## src/rtl/core_iaddr_mmu_if.sv

```systemverilog
// core_iaddr_mmu_if: fetch-MMU to main-TLB lookup channel; the response is valid in the handshake cycle.
interface core_iaddr_mmu_if;
  logic        req_valid;
  logic [19:0] req_vppn;
  logic        req_ready;
  logic        resp_found;
  logic        resp_v;
  logic [1:0]  resp_plv;
  logic [1:0]  resp_mat;
  logic [19:0] resp_ppn;
  modport master (output req_valid, req_vppn, input req_ready, resp_found, resp_v, resp_plv, resp_mat, resp_ppn);
  modport slave (input req_valid, req_vppn, output req_ready, resp_found, resp_v, resp_plv, resp_mat, resp_ppn);
endinterface

```

## src/rtl/core_iaddr_mmu.sv

```systemverilog
// core_iaddr_mmu: instruction-fetch address translation (DA, DMW, micro-TLB) with main-TLB refill.
module core_iaddr_mmu #(
  parameter int ENABLE_TLB   = 1,
  parameter int UTLB_ENTRIES = 4,
  parameter int NUM_DMW      = 2
) (
  input  logic                   clk,
  input  logic                   rst,
  input  logic                   valid_i,
  input  logic [31:0]            vaddr_i,
  input  logic                   stall_i,
  output logic                   ready_o,
  output logic                   valid_o,
  output logic [31:0]            paddr_o,
  output logic                   uncached_o,
  output logic                   excp_adef_o,
  output logic                   excp_tlbr_o,
  output logic                   excp_pif_o,
  output logic                   excp_ppi_o,
  input  logic                   crmd_da_i,
  input  logic [1:0]             crmd_datf_i,
  input  logic [1:0]             crmd_plv_i,
  input  logic [NUM_DMW-1:0]     dmw_plv0_i,
  input  logic [NUM_DMW-1:0]     dmw_plv3_i,
  input  logic [3*NUM_DMW-1:0]   dmw_vseg_i,
  input  logic [3*NUM_DMW-1:0]   dmw_pseg_i,
  input  logic [2*NUM_DMW-1:0]   dmw_mat_i,
  input  logic                   flush_i,
  core_iaddr_mmu_if.master       tlb
);
  localparam int PW = $clog2(UTLB_ENTRIES);
  localparam bit TLB_ON = (ENABLE_TLB != 0);
  typedef enum logic {IDLE, WAIT} state_t;
  state_t state_q, state_d;
  logic [UTLB_ENTRIES-1:0] e_val_q, e_pv_q;
  logic [19:0] e_vppn_q [UTLB_ENTRIES];
  logic [19:0] e_ppn_q [UTLB_ENTRIES];
  logic [1:0]  e_plv_q [UTLB_ENTRIES];
  logic [1:0]  e_mat_q [UTLB_ENTRIES];
  logic [PW-1:0] ptr_q, u_idx;
  logic pend_q, valid_q, unc_q, unc_d;
  logic [19:0] pend_vppn_q, req_vppn_q;
  logic [31:0] paddr_q, paddr_d;
  logic [3:0] excp_q, excp_d;
  logic dmw_hit, u_hit, mis, unmapped, use_p, miss, hs, upd;
  logic [2:0] dmw_pseg;
  logic [1:0] dmw_mat;
  always_comb begin
    dmw_hit = 1'b0;
    dmw_pseg = '0;
    dmw_mat = '0;
    for (int i = NUM_DMW - 1; i >= 0; i--)
      if (((dmw_plv0_i[i] && crmd_plv_i == 2'd0) || (dmw_plv3_i[i] && crmd_plv_i == 2'd3)) &&
          dmw_vseg_i[3*i+:3] == vaddr_i[31:29]) begin
        dmw_hit = 1'b1;
        dmw_pseg = dmw_pseg_i[3*i+:3];
        dmw_mat = dmw_mat_i[2*i+:2];
      end
    u_hit = 1'b0;
    u_idx = '0;
    for (int i = UTLB_ENTRIES - 1; i >= 0; i--)
      if (e_val_q[i] && e_vppn_q[i] == vaddr_i[31:12]) begin
        u_hit = 1'b1;
        u_idx = PW'(i);
      end
  end
  assign mis      = |vaddr_i[1:0];
  assign unmapped = !mis && !crmd_da_i && !dmw_hit && !u_hit;
  assign use_p    = unmapped && pend_q && pend_vppn_q == vaddr_i[31:12];
  assign miss     = unmapped && !use_p;
  assign ready_o  = !(valid_i && miss && TLB_ON);
  assign upd      = !stall_i && ready_o;
  assign hs       = state_q == WAIT && tlb.req_ready;
  assign tlb.req_valid = state_q == WAIT;
  assign tlb.req_vppn  = req_vppn_q;
  always_comb begin
    paddr_d = (!mis && !crmd_da_i && dmw_hit) ? {dmw_pseg, vaddr_i[28:0]} :
              (!mis && !crmd_da_i && u_hit) ? {e_ppn_q[u_idx], vaddr_i[11:0]} : vaddr_i;
    unc_d = mis ? 1'b0 : crmd_da_i ? crmd_datf_i != 2'd1 : dmw_hit ? dmw_mat != 2'd1 :
            u_hit ? e_mat_q[u_idx] != 2'd1 : 1'b0;
    // {adef, tlbr, pif, ppi}; the path select makes them mutually exclusive
    excp_d = {4{valid_i}} & {mis || (miss && !TLB_ON), use_p,
                             !mis && !crmd_da_i && !dmw_hit && u_hit && !e_pv_q[u_idx],
                             !mis && !crmd_da_i && !dmw_hit && u_hit && e_pv_q[u_idx] && crmd_plv_i > e_plv_q[u_idx]};
    state_d = flush_i ? IDLE :
              (state_q == IDLE && valid_i && miss && TLB_ON) ? WAIT :
              hs ? IDLE : state_q;
  end
  always_ff @(posedge clk) begin
    if (rst) state_q <= IDLE;
    else state_q <= state_d;
  end
  always_ff @(posedge clk) begin
    if (rst) begin
      valid_q <= 1'b0;
      paddr_q <= '0;
      unc_q <= 1'b0;
      excp_q <= '0;
      e_val_q <= '0;
      ptr_q <= '0;
      pend_q <= 1'b0;
    end else begin
      if (upd) begin
        valid_q <= valid_i;
        paddr_q <= paddr_d;
        unc_q <= unc_d;
        excp_q <= excp_d;
      end
      if (state_q == IDLE && state_d == WAIT) req_vppn_q <= vaddr_i[31:12];
      if (flush_i) begin
        e_val_q <= '0;
        pend_q <= 1'b0;
      end else begin
        if (hs && tlb.resp_found) begin
          e_val_q[ptr_q] <= 1'b1;
          e_pv_q[ptr_q] <= tlb.resp_v;
          e_vppn_q[ptr_q] <= req_vppn_q;
          e_ppn_q[ptr_q] <= tlb.resp_ppn;
          e_plv_q[ptr_q] <= tlb.resp_plv;
          e_mat_q[ptr_q] <= tlb.resp_mat;
          ptr_q <= ptr_q + 1'b1;
        end
        if (hs && !tlb.resp_found) begin
          pend_q <= 1'b1;
          pend_vppn_q <= req_vppn_q;
        end else if (upd && valid_i && use_p) pend_q <= 1'b0;
      end
    end
  end
  assign valid_o = valid_q;
  assign paddr_o = paddr_q;
  assign uncached_o = unc_q;
  assign {excp_adef_o, excp_tlbr_o, excp_pif_o, excp_ppi_o} = excp_q;
endmodule

```

## src/flat_wrapper.sv

```systemverilog
// flat-port wrapper written by rule: the top's interface ports become plain ports
module core_iaddr_mmu_flat 
#(
  parameter int ENABLE_TLB   = 1,
  parameter int UTLB_ENTRIES = 4,
  parameter int NUM_DMW      = 2
)
  (clk, rst, valid_i, vaddr_i, stall_i, ready_o, valid_o, paddr_o, uncached_o, excp_adef_o, excp_tlbr_o, excp_pif_o, excp_ppi_o, crmd_da_i, crmd_datf_i, crmd_plv_i, dmw_plv0_i, dmw_plv3_i, dmw_vseg_i, dmw_pseg_i, dmw_mat_i, flush_i, tlb_req_valid, tlb_req_vppn, tlb_req_ready, tlb_resp_found, tlb_resp_v, tlb_resp_plv, tlb_resp_mat, tlb_resp_ppn);
  core_iaddr_mmu_if tlb_i ();
  input  logic clk;
  input  logic rst;
  input  logic valid_i;
  input  logic [31:0] vaddr_i;
  input  logic stall_i;
  output logic ready_o;
  output logic valid_o;
  output logic [31:0] paddr_o;
  output logic uncached_o;
  output logic excp_adef_o;
  output logic excp_tlbr_o;
  output logic excp_pif_o;
  output logic excp_ppi_o;
  input  logic crmd_da_i;
  input  logic [1:0] crmd_datf_i;
  input  logic [1:0] crmd_plv_i;
  input  logic [NUM_DMW-1:0] dmw_plv0_i;
  input  logic [NUM_DMW-1:0] dmw_plv3_i;
  input  logic [3*NUM_DMW-1:0] dmw_vseg_i;
  input  logic [3*NUM_DMW-1:0] dmw_pseg_i;
  input  logic [2*NUM_DMW-1:0] dmw_mat_i;
  input  logic flush_i;
  output wire logic [$bits(tlb_i.req_valid)-1:0] tlb_req_valid;
  output wire logic [$bits(tlb_i.req_vppn)-1:0] tlb_req_vppn;
  input wire logic [$bits(tlb_i.req_ready)-1:0] tlb_req_ready;
  input wire logic [$bits(tlb_i.resp_found)-1:0] tlb_resp_found;
  input wire logic [$bits(tlb_i.resp_v)-1:0] tlb_resp_v;
  input wire logic [$bits(tlb_i.resp_plv)-1:0] tlb_resp_plv;
  input wire logic [$bits(tlb_i.resp_mat)-1:0] tlb_resp_mat;
  input wire logic [$bits(tlb_i.resp_ppn)-1:0] tlb_resp_ppn;
  assign tlb_req_valid = tlb_i.req_valid;
  assign tlb_req_vppn = tlb_i.req_vppn;
  assign tlb_i.req_ready = tlb_req_ready;
  assign tlb_i.resp_found = tlb_resp_found;
  assign tlb_i.resp_v = tlb_resp_v;
  assign tlb_i.resp_plv = tlb_resp_plv;
  assign tlb_i.resp_mat = tlb_resp_mat;
  assign tlb_i.resp_ppn = tlb_resp_ppn;
  core_iaddr_mmu #(.ENABLE_TLB(ENABLE_TLB), .UTLB_ENTRIES(UTLB_ENTRIES), .NUM_DMW(NUM_DMW)) u_core (.clk(clk), .rst(rst), .valid_i(valid_i), .vaddr_i(vaddr_i), .stall_i(stall_i), .ready_o(ready_o), .valid_o(valid_o), .paddr_o(paddr_o), .uncached_o(uncached_o), .excp_adef_o(excp_adef_o), .excp_tlbr_o(excp_tlbr_o), .excp_pif_o(excp_pif_o), .excp_ppi_o(excp_ppi_o), .crmd_da_i(crmd_da_i), .crmd_datf_i(crmd_datf_i), .crmd_plv_i(crmd_plv_i), .dmw_plv0_i(dmw_plv0_i), .dmw_plv3_i(dmw_plv3_i), .dmw_vseg_i(dmw_vseg_i), .dmw_pseg_i(dmw_pseg_i), .dmw_mat_i(dmw_mat_i), .flush_i(flush_i), .tlb(tlb_i));
endmodule
```

## config.mk

```make
export PLATFORM = sky130hd
export DESIGN_NAME = core_iaddr_mmu_flat
export DESIGN_NICKNAME = d
export VERILOG_FILES = /design/src/rtl/core_iaddr_mmu_if.sv /design/src/rtl/core_iaddr_mmu.sv /design/src/flat_wrapper.sv
export SDC_FILE = /design/constraint.sdc
export NUM_CORES = 1
export LEC_CHECK = 0
export CAP_MARGIN = 10
export CORE_ASPECT_RATIO = 2
export CORE_MARGIN = 8
export CORE_UTILIZATION = 50
export DETAILED_ROUTE_END_ITERATION = 8
export PLACE_DENSITY = 0.82
export SLEW_MARGIN = 15
export SYNTH_ARGS = -nofsm -noshare
export SYNTH_HDL_FRONTEND = slang
export SYNTH_SLANG_ARGS = --single-unit
```

## constraint.sdc

```tcl
create_clock -name clk -period 5 [get_ports clk]
set_input_delay 1 -clock clk [delete_from_list [all_inputs] [get_ports clk]]
set_output_delay 1 -clock clk [all_outputs]
set_load 0.02 [all_outputs]
```

==> run summary, run 1 <==
===========================================================================================
Run status                                                                     finished, final reports clean
# Post-CTS Setup Buffers                                                                  0
Share of final-layout standard cells stronger than drive strength 1                   0.129
Cell with the biggest individual delay on the critical path                    clkdlybuf4s50_1
Most common cell in the netlist                                                    edfxtp_1
Final critical path time including I/O delays and setup                             4.78 ns
Number of antenna violations at the first check in global routing                         0
Pre-antenna DRT Iters                                                                     5
TNS Setup                                                                              0 ns
HPWL after detailed placement                                                      21200 um
Final weighted congestion of routability-driven global placement                      0.884
Comb pwr share                                                                        0.072
Post-cts hold buffer count                                                                0
Via count of the routed design                                                         7225
Average cell area after synthesis                                                 14.7 um^2
Worst hold path depth                                                                     2
Synth cell count leaders                                                       220 x edfxtp_1, 71 x xnor2_1, 61 x nor2_1, 46 x dfxtp_1, 46 x mux2i_1
Aggregate global-route resource usage                                                 0.211
Standard-cell rows                                                                       78
Maximum ir drop on the vdd rail                                                    0.298 mV
Final number of max-transition violations                                                 0
Delay of the slowest critical-path stage                                            0.62 ns
Floorplan core area                                                             0.0224 mm^2
Unique masters post-synth                                                                58
Final hold slack                                                                   0.458 ns
Number of port buffers                                                                  148
Beginning of the worst hold path                                               u_core.excp_q[3]
Sinks on the clock net                                                                  266
Die Ht                                                                               228 um
Clock tree root buffer cell                                                       clkbuf_16
Cell type contributing the most total cell area after synthesis                    edfxtp_1
Nature of the critical path endpoint                                             output pin
Overall overflow remaining after global route                                             0
Worst R2R Start                                                                u_core.e_vppn_q[1][4]
Depth of the worst register-to-register path                                             14
Setup repair after global routing missed its margin                                      no
Max_slew headroom                                                                     0.282
Post-route ant nets                                                                       0
Worst-skew pair later-pin latency                                                   0.52 ns
Combined buffer and inverter count along the critical path                                3
Share of the yosys chip area belonging to registers                                   0.668
Clock buffer count from CTS                                                              23
Clk pin slew, worst setup/hold paths                                                0.07 ns
Internal power                                                                    0.00372 W
Final cell utilization of the core                                                    0.628
Max Buffers Root-to-Sink                                                                  3
CP arrival                                                                          3.78 ns
Synthesized net count                                                                   862
Worst path cell trace                                                          clkdlybuf4s50_1 > xnor2_1 > nand4_1 > nor4_1 > buf_4 > a2111o_1 > or2_2 > clkdlybuf4s50_1
Fraction of synthesis flops using an asynchronous set or reset pin                        0
Die Area                                                                        0.0279 mm^2
Static leakage                                                                      4.76 nW
TritonCTS clock tree                                                                   done
Period utilisation layout                                                             0.957
Actual transition at the worst max-transition pin                                   1.07 ns
Class of the worst hold path                                                        reg2reg
Post-CTS sizing                                                                           0
Slack of the worst reg-to-reg path                                                  1.51 ns
Number of flops mapped to enable cells by yosys                                         220
Cell area after technology mapping                                              0.0113 mm^2
Layout Cells excl Fill                                                                 1236
CP Class                                                                             in2out
Number of hold violations in the final report                                             0
Cell types with the largest area share after synthesis                         edfxtp_1 59%, dfxtp_1 8.2%, xnor2_1 5.5%
Global-route wire length before repair                                             44500 um
Post-route cell area                                                            0.0141 mm^2
Areal power density over the cells                                              335 mW/mm^2
Crit Path Max Fanout                                                                      6
Clock Skews                                                                       0.0134 ns
Crit Reg-Reg Endpoint                                                          u_core.excp_q[0]
Relative area change from synthesis to final layout                                   25.0%
DRC errors left                                                                           0
Die W                                                                                122 um
Endpoint with the worst hold slack                                             u_core.excp_q[3]
Part of the total power dissipated in the clock network                               0.416
Nets                                                                                   1035
Largest net degree at the start of global routing                                        44
Commonest register cell after synthesis                                            edfxtp_1
Sum of routed wire length over all layers                                          30000 um
Number of design-rule violations left by the first detailed-router iteration            654
Htree depth                                                                               1
Starting utilization of the core area                                                 0.502
Number of synthesis warnings                                                              0
Cell count after synthesis                                                              767
Cell Count Post-Placement                                                              1195
Critical path launch point type                                                   input pin
Number of synthesized register bits                                                     266
Vias in the first global route                                                         7296
Worst path top cell family by delay                                            buffers and inverters
Synth top area share                                                                  0.586
Sequential share of power                                                             0.512
Most frequent CP cell                                                          clkdlybuf4s50_1
Sw Pwr                                                                            0.00100 W
Setup violation total in the final timing report                                          0
Data required time at the worst endpoint                                            4.00 ns
IO Count                                                                                149
FMAX                                                                                209 MHz
Number of vias per cell after detailed routing                                         5.85
Fraction of power spent switching nets                                                0.212
Number of diodes                                                                          0
Routed length per placed instance                                                   24.3 um
Placed Instance Area                                                            0.0133 mm^2
Maximum capacitance violations                                                            0
===========================================================================================
power by group through the flow:
stage / logic (W) / registers (W) / clock network, W
global route: 0.000359 / 0.00242 / 0.00206
global placement: 0.000331 / 0.00246 / 0
CTS: 0.000339 / 0.00242 / 0.00199
finish: 0.000339 / 0.00242 / 0.00196
detailed placement: 0.000337 / 0.00246 / 0
floorplan: 0.000139 / 0.00249 / 0
kinds of logic after synthesis:
kind of cell	count (synthesis)	synth area share
DFF	266	0.668
and+or+nand+nor	176	0.0838
AOI/OAI and AO/OA	114	0.0830
xor gates and xnor gates	107	0.0885
buffers and inverters	51	0.0285
muxes	47	0.0418
adders and majority gates	6	0.00666
how the worst max path moves through the flow:
stage / cells past startpoint / startpoint / end / slack, ns
after floorplan: 9 / vaddr_i[31] / u_core.tlb.req_vppn[0] / 0.74
after global placement: 8 / vaddr_i[29] / ready_o / 0.16
after detailed placement: 15 / vaddr_i[20] / u_core.excp_q[0] / 0.18
after CTS: 8 / vaddr_i[29] / ready_o / 0.18
after global routing: 8 / vaddr_i[29] / ready_o / 0.09
final: 8 / vaddr_i[29] / ready_o / 0.22
worst register-to-register path: stages, from the launching register on:
cell and delay, ns:
edfxtp_1 0.38, xnor2_1 0.34, nand4_1 0.17, or4_1 0.62, or2_1 0.29, a21oi_2 0.17, buf_4 0.18, mux2i_1 0.20
nand2_1 0.06, o21ai_0 0.08, ha_1 0.26, nor2b_1 0.13, o211ai_1 0.16, nor4_1 0.07, a32o_1 0.26
flip-flops by register name, indices dropped and copies added, names as in the netlist, 2 cells and up:
register / flops
u_core.tlb.req_vppn: 20
u_core.paddr_o: 32
u_core.ptr_q: 2
u_core.e_plv_q: 8
u_core.e_vppn_q: 80
u_core.e_ppn_q: 80
u_core.e_val_q: 4
u_core.e_pv_q: 4
u_core.pend_vppn_q: 20
u_core.e_mat_q: 8
u_core.excp_q: 4
layout make-up:
cell class                 count  area (um^2)
clock inverter                13          186
sequential                   266         7530
fill                        1695         8350
timing repair buffer         190         1850
inverter                       9         33.8
tap                          280          350
multi-input combinational    450         3480
clock buffer                  28          657
metrics by stage:
step,worst slack (ns),power (W)
after global placement,0.161,0.00279
after global routing,0.0866,0.00484
after CTS,0.183,0.00474
final,0.216,0.00472
after detailed placement,0.177,0.00280
after floorplan,0.742,0.00263
placed cells by master (no fill, tap or decap), drive strengths merged, types with 4 or more instances in the layout:
cell type	netlist	routed
a2111o	18	18
a211oi	19	19
a21o	4	4
a21oi	44	44
and2	9	9
buf	28	43
bufinv	0	4
clkbuf	14	28
clkdlybuf4s50	0	147
clkinv	0	5
dfxtp	46	46
edfxtp	220	220
ha	6	6
inv	9	10
mux2i	46	46
nand2	14	14
nand3	15	15
nand4	27	27
nor2	62	62
nor2b	6	6
nor4	15	15
nor4b	4	4
o21ai	7	7
or2	4	4
or4	4	4
xnor2	79	79
xor2	28	28
routing by layer:
metal  up-vias  track usage  wire length (um)
li1       3241            -                 -
met1      3588        0.263             11700
met2       352        0.359             15000
met3        44       0.0396              2510
met4         0       0.0694               777
met5         -            0                 0
Note: power is estimated with default switching activity, not from simulation.
==> run 2: changes to the inputs <==
GPL_TIMING_DRIVEN = 1   (was unset)
==> results of run 2 <==
Same layout as run 1: the final DEF is identical, and so are final timing and power.
==> run 3: changes to the inputs <==
ABC_CLOCK_PERIOD_IN_PS = 5000   (was unset)
==> results of run 3 <==
Same layout as run 1: the final DEF is identical, and so are final timing and power.
